--- src/rtl/mem_arbiter.sv ---
// Arbiter sharing one memory port between the CPU and a DMA engine.
// DMA has fixed priority, with a bounded run length while the CPU is waiting.
module mem_arbiter #(
   parameter int unsigned DMA_MAX_RUN = 4
) (
   input  logic        clk,
   input  logic        rstn,
   input  logic [31:0] cpu_addr,
   input  logic [31:0] cpu_wdata,
   input  logic [1:0]  cpu_width,
   input  logic        cpu_read,
   input  logic        cpu_write,
   output logic [31:0] cpu_rdata,
   output logic        cpu_ok,
   input  logic [31:0] dma_addr,
   input  logic [31:0] dma_wdata,
   input  logic [1:0]  dma_width,
   input  logic        dma_read,
   input  logic        dma_write,
   output logic [31:0] dma_rdata,
   output logic        dma_ok,
   output logic [31:0] mem_addr,
   output logic [31:0] mem_wdata,
   output logic [1:0]  mem_width,
   output logic        mem_read,
   output logic        mem_write,
   input  logic [31:0] mem_rdata,
   input  logic        mem_ok,
   output logic [1:0]  owner
);

   localparam int unsigned RUN_W = (DMA_MAX_RUN > 0) ? $clog2(DMA_MAX_RUN + 1) : 1;
   localparam logic [RUN_W-1:0] RUN_MAX = RUN_W'(DMA_MAX_RUN);
   localparam logic [1:0] OWN_NONE = 2'b00;
   localparam logic [1:0] OWN_CPU  = 2'b01;
   localparam logic [1:0] OWN_DMA  = 2'b10;

   typedef enum logic [1:0] {IDLE, BUSY, DONE} state_t;

   state_t           state, state_nx;
   logic [RUN_W-1:0] run_cnt, run_cnt_nx;
   logic [31:0]      mem_addr_nx, mem_wdata_nx, cpu_rdata_nx, dma_rdata_nx;
   logic [1:0]       mem_width_nx, owner_nx;
   logic             mem_read_nx, mem_write_nx, cpu_ok_nx, dma_ok_nx;
   logic             cpu_req, dma_req, run_full, cpu_win;

   assign cpu_req  = cpu_read | cpu_write;
   assign dma_req  = dma_read | dma_write;
   assign run_full = (DMA_MAX_RUN != 0) && (run_cnt == RUN_MAX);
   assign cpu_win  = cpu_req && (!dma_req || run_full);

   // State and output registers
   always_ff @(posedge clk or negedge rstn) begin
      if (!rstn) begin
         state     <= IDLE;
         run_cnt   <= '0;
         mem_addr  <= '0;
         mem_wdata <= '0;
         mem_width <= '0;
         mem_read  <= 1'b0;
         mem_write <= 1'b0;
         cpu_rdata <= '0;
         dma_rdata <= '0;
         cpu_ok    <= 1'b0;
         dma_ok    <= 1'b0;
         owner     <= OWN_NONE;
      end else begin
         state     <= state_nx;
         run_cnt   <= run_cnt_nx;
         mem_addr  <= mem_addr_nx;
         mem_wdata <= mem_wdata_nx;
         mem_width <= mem_width_nx;
         mem_read  <= mem_read_nx;
         mem_write <= mem_write_nx;
         cpu_rdata <= cpu_rdata_nx;
         dma_rdata <= dma_rdata_nx;
         cpu_ok    <= cpu_ok_nx;
         dma_ok    <= dma_ok_nx;
         owner     <= owner_nx;
      end
   end

   // Next-state and next-output logic
   always_comb begin
      state_nx     = state;
      run_cnt_nx   = run_cnt;
      mem_addr_nx  = mem_addr;
      mem_wdata_nx = mem_wdata;
      mem_width_nx = mem_width;
      mem_read_nx  = mem_read;
      mem_write_nx = mem_write;
      cpu_rdata_nx = cpu_rdata;
      dma_rdata_nx = dma_rdata;
      cpu_ok_nx    = 1'b0;
      dma_ok_nx    = 1'b0;
      owner_nx     = owner;

      unique case (state)
         IDLE: begin
            if (!cpu_req) run_cnt_nx = '0;
            if (cpu_win) begin
               state_nx     = BUSY;
               run_cnt_nx   = '0;
               mem_addr_nx  = cpu_addr;
               mem_wdata_nx = cpu_wdata;
               mem_width_nx = cpu_width;
               mem_write_nx = cpu_write;
               mem_read_nx  = !cpu_write;
               owner_nx     = OWN_CPU;
            end else if (dma_req) begin
               state_nx     = BUSY;
               if (cpu_req && !run_full) run_cnt_nx = run_cnt + 1'b1;
               mem_addr_nx  = dma_addr;
               mem_wdata_nx = dma_wdata;
               mem_width_nx = dma_width;
               mem_write_nx = dma_write;
               mem_read_nx  = !dma_write;
               owner_nx     = OWN_DMA;
            end
         end
         BUSY: begin
            if (mem_ok) begin
               state_nx     = DONE;
               mem_read_nx  = 1'b0;
               mem_write_nx = 1'b0;
               if (owner == OWN_CPU) begin
                  cpu_ok_nx = 1'b1;
                  if (mem_read) cpu_rdata_nx = mem_rdata;
               end else begin
                  dma_ok_nx = 1'b1;
                  if (mem_read) dma_rdata_nx = mem_rdata;
               end
            end
         end
         DONE: begin
            state_nx = IDLE;
            owner_nx = OWN_NONE;
         end
         default: state_nx = IDLE;
      endcase
   end

endmodule
--- config.mk ---
export PLATFORM = sky130hd
export DESIGN_NAME = mem_arbiter
export DESIGN_NICKNAME = d
export VERILOG_FILES = /design/src/rtl/mem_arbiter.sv
export SDC_FILE = /design/constraint.sdc
export NUM_CORES = 1
export LEC_CHECK = 0
export ABC_AREA = 1
export BUFFER_PORTS_ARGS = -buffer_cell sky130_fd_sc_hd__buf_2
export CAP_MARGIN = 20
export CORE_ASPECT_RATIO = 1.75
export CORE_MARGIN = 1.5
export CORE_UTILIZATION = 43
export DETAILED_ROUTE_END_ITERATION = 6
export PLACE_DENSITY = 0.76
export SYNTH_ARGS = -nofsm -noshare
export SYNTH_HDL_FRONTEND = slang
export SYNTH_SLANG_ARGS = --single-unit
--- constraint.sdc ---
create_clock -name clk -period 2.8 [get_ports clk]
set_input_delay 0.56 -clock clk [delete_from_list [all_inputs] [get_ports clk]]
set_output_delay 0.56 -clock clk [all_outputs]
set_load 0.02 [all_outputs]
After elaboration in Yosys (flattened, before gate mapping)

Index checks and enable logic that the tools add are counted.

Input port bits: 171
Memory bits (read-only): 0
Bits in latches: 0
Register bits after elaboration: 141
Memory bits (writable): 0
Output and inout port bits: 136
Memories kept: 0
Logic and storage cells: 69

Bitwise operators: 3
Reductions and logical operators: 17
Equality and inequality tests: 6
$add $sub $neg: 1
Mux-type cells: 30
$lt $le $gt $ge: 0
Div/mod/pow operators: 0
Shift-type cells: 0
Multipliers: 0

Operators by type and width:

| operator                                                              | number |
|---|---|
| 32-bit two-way mux                                                    | 4 |
| 2-bit two-way mux                                                     | 7 |
| 3-bit two-way mux                                                     | 4 |
| 1-bit two-way mux                                                     | 11 |
| 2-bit case mux with 2 select lines                                    | 2 |
| 4-bit AND reduction                                                   | 2 |
| 2-bit AND reduction                                                   | 3 |
| 2-bit nonzero test                                                    | 3 |
| 2-bit by 1-bit equality test with 1-bit output, second input constant | 2 |
| 1-bit zero test                                                       | 4 |
| 1-bit case mux with 2 select lines                                    | 2 |
| 3-bit by 1-bit adder with 3-bit output, second input constant         | 1 |
| 3-bit equality test, second input constant                            | 1 |
| 3-bit != test, second input constant                                  | 1 |
| 3-bit AND reduction                                                   | 1 |
| 2-bit equality test, second input constant                            | 1 |
| 1-bit logical AND                                                     | 2 |
| 2-bit zero test                                                       | 1 |
| 2-bit != test, second input constant                                  | 1 |
| 1-bit bitwise OR                                                      | 2 |
| 1-bit logical OR                                                      | 1 |
| 1-bit NOT                                                             | 1 |

Logic depth before layout (Yosys ltp)

Depth in word-level cells: 6
Gate-level depth with buffers: 10
Mapped depth without buffers: 9

Least setup slack after synthesis

Ideal clock, no wire load.

Kind: in2reg
From: input port dma_write
To: register mem_addr[23]
Data required time: 2.675 ns
Stages: 6
Data arrival time: 1.311 ns
Setup slack: 1.365 ns
Setup time: 0.125 ns
Path through: o21ai_2 -> nand2_1 -> buf_4 -> buf_6 -> nand3_1 -> nand3_1

Longest elaborated chain between the ends: 6
Elaborated cells on any way between the ends: 7
Classes of those cells: mux (1); bitwise (1); reduce/logical (5)

RTL lines:

| item                          | RTL line | RTL |
|---|---|---|
| start: declaration            | 19       | `input logic dma_write,` |
| 1-bit bitwise OR *            | 48       | `assign dma_req = dma_read \| dma_write;` |
| 1-bit zero test               | 50       | `assign cpu_win = cpu_req && (!dma_req \|\| run_full);` |
| 1-bit logical OR              | 50       |  |
| 1-bit logical AND             | 50       |  |
| 2-bit nonzero test (no line)  | -        |  |
| 2-bit AND reduction (no line) | -        |  |
| end signal: assignment        | 70       | `mem_addr <= mem_addr_nx;` |
| end: declaration              | 22       | `output logic [31:0] mem_addr,` |

Mark *: on every way between the ends. The rest lies on a longest branch, timed or not.
A chain may end at the register's enable or synchronous reset.

Worst setup path after layout

From: register state[0]
To: register mem_wdata[19]

Longest elaborated chain between the ends: 2

RTL lines:

| item                          | RTL line | RTL |
|---|---|---|
| start: declaration            | 40       | `state_t state, state_nx;` |
| start signal: assignment      | 68       | `state <= state_nx;` |
| 2-bit zero test               | 98       | `unique case (state)` |
| 2-bit AND reduction (no line) | -        |  |
| end signal: assignment        | 71       | `mem_wdata <= mem_wdata_nx;` |
| end: declaration              | 23       | `output logic [31:0] mem_wdata,` |

Every way passes these cells.

==> metrics.yaml <==
crit_path_end: "mem_wdata[19]"
hold_slack_ns: 0.0678
start_util_pct: 43.7
detail_route.vias_per_cell: 5.39
cts_sinks: 141
tightest_slew_ns: 0.976
drtIter0Drc: 367
overflow: 0
cts_buffers: 17
worstSetupEndpointType: "flip-flop"
power.switching_mw: 4.57
synth_cell_types: 22
grt_max_degree: 71
maxSlewHeadroom_pct: 34.9
postSynthAreaPerCell_um2: 8.82
crit_type: "flip-flop to flip-flop"
syn_nets: 882
drv_slew: 0
ir_drop_mv: 1.26
skew_ns: 0.00984
p_per_area_nw_per_um2: 1240
synth_flop_cell: "dfrtp_1"
crit_arrival_ns: 2.36
routabilityCongestion: 0.883
drt-total-wl_um: 19800
fin_area_um2: 8470
switching_share_pct: 43.6
cts_root_buf: "clkbuf_16"
holdBufCountCts: 0
dp_slack_ns: 0.562
start_kind: "flip-flop"
dr.pass1.iters: 5
yosysMostFrequentCell: "nand2_1"
portBuffers: 306
r2r_setup_slack_ns: 0.78
setup.worst_path.start: "state[0]"
die_w_um: 94.2
grt_use_total_pct: 26.0
internal-power_mw: 5.91
synthTopCellsByArea: "dfrtp_1 (56%), nand3_1 (13%), nand2_1 (12%)"
yosys_register_bits: 141
fin_tns_setup_ns: 0
p_comb_share_pct: 43.5
drc: 0
async_flop_share_pct: 100
ios: 307
area_delta_synth_final_pct: 35.5
cts_tree: "built"
clk_pin_slew_ns: 0.06
post_cts_resize_count: 0
yosys.area.top_type: "dfrtp_1"
drv_cap: 0
clock_latency_ns: 0.41
h-tree-depth: 4
synth.top_cell.area_share_pct: 56.4
worst_ep_required_time_ns: 3.14
hpwl_um: 13500
post-route-util_pct: 59.3
placed_cells: 1146
synth_edf_count: 0
vias: 6359
syn_inst: 709
antenna_found_initial: 2
fmax_mhz: 496
post_drt_wl_per_cell_um: 16.8
ys_seq_area_share_pct: 56.4
rsz0062_at_grt: "no"
grt_pass1_vias: 6126
synth_common_cells: "nand2_1 (205), nand3_1 (163), dfrtp_1 (141)"
final_nets: 1158
cp_max_fo: 56
clockPowerShare_pct: 23.3
r2r.worst_path.cells: 6
row_count: 58
post_dp_cell_area_um2: 7830
min_period_ns: 2.02
netlist_area_um2: 6250
drive_gt1_share_pct: 36.2
hold_path_class: "input port to asynchronous set/reset pin"
cts_setup_buffers: 0
worstReg2RegStart: "state[0]"
postLayoutSetupSlackWorst_ns: 0.783
core_um2: 14300
grt_first_pass_wirelength_um: 31000
finalCritPeriodShare_pct: 72.0
die_h_um: 163
clk_path_buf_depth: 2
hold_violations: 0
status: "complete, no violations"
rr_endpoint: "mem_wdata[19]"
p_leak_nw: 4.63
ant_nets: 0
finalPower_mw: 10.5
setup_viol_count_final: 0
die_area_um2: 15300
p_seq_share_pct: 33.2
yosys_warnings: 0
fin_cells: 1179
==> how the worst min path moves through the flow <==
stage | cells past startpoint | endpoint | from
floorplan | 0 | cpu_ok | rstn
global route | 1 | mem_wdata[8] | rstn
detailed placement | 2 | cpu_rdata[19] | cpu_rdata[19]
global placement | 2 | cpu_rdata[31] | cpu_rdata[31]
CTS | 1 | mem_wdata[8] | rstn
finish | 1 | mem_wdata[8] | rstn
==> worst max-delay path, stage by stage, from the launching register on <==
cell     delay [ns]
dfrtp_1        0.45
nor2_4         0.19
nand2_4        0.06
inv_2          0.70
buf_4          0.35
nand3_1        0.10
nand3_1        0.10
==> registers in the layout, indices dropped and copies added, names as in the netlist, 2 cells and up <==
register and cells:
mem_wdata 32, mem_addr 32, owner 2, state 2
mem_width 2, cpu_rdata 32, run_cnt 3, dma_rdata 32
==> cell families (layout without fill, tap and decap cells) <==
group / Yosys count / after routing / synth area share [%]
adders and majority gates: 2 / 2 / 0.400
xor gates and xnor gates: 1 / 1 / 0.140
AOI/OAI and AO/OA: 45 / 45 / 3.74
and+or+nand+nor: 447 / 447 / 33.6
DFF: 141 / 141 / 56.4
buffers and inverters: 73 / 362 / 5.68
other: 0 / 1 / 0
==> placed cells by master (no fill, tap or decap), types with 2 or more instances in the layout <==
cell / n
inv_6: 4
nor2_1: 6
ha_1: 2
buf_2: 305
nand3_1: 163
nor2_4: 4
clkinvlp_4: 3
o21ai_0: 37
o21ai_1: 2
a21oi_1: 3
bufinv_16: 4
inv_1: 9
dfrtp_1: 141
clkbuf_16: 17
nand4_1: 66
clkbuf_8: 2
buf_4: 10
nand2_4: 2
inv_2: 3
nand2_1: 204
buf_12: 2
==> cell type report <==
class,count,area (um2)
fill,1287,5820
sequential,141,3530
multi-input combinational,495,2380
timing repair buffer,318,1650
clock buffer,20,457
tap,180,225
clock inverter,12,183
inverter,12,45.0
antenna,1,2.50
==> power groups by stage <==
stage	sequential, mW	clock (mW)	combinational, mW
after floorplan	4.54	0	1.90
after global placement	3.48	0	4.49
after detailed placement	3.48	0	4.60
after CTS	3.47	2.49	4.59
after global routing	3.58	2.57	5.00
final	3.48	2.44	4.56
==> metal layers <==
layer | wire length, um | global-route usage, %
met5 | 13 | 0
met2 | 10300 | 43.5
met4 | 697 | 11.4
met1 | 7370 | 31.7
met3 | 1450 | 5.70
Note: power is estimated with default switching activity, not from simulation.
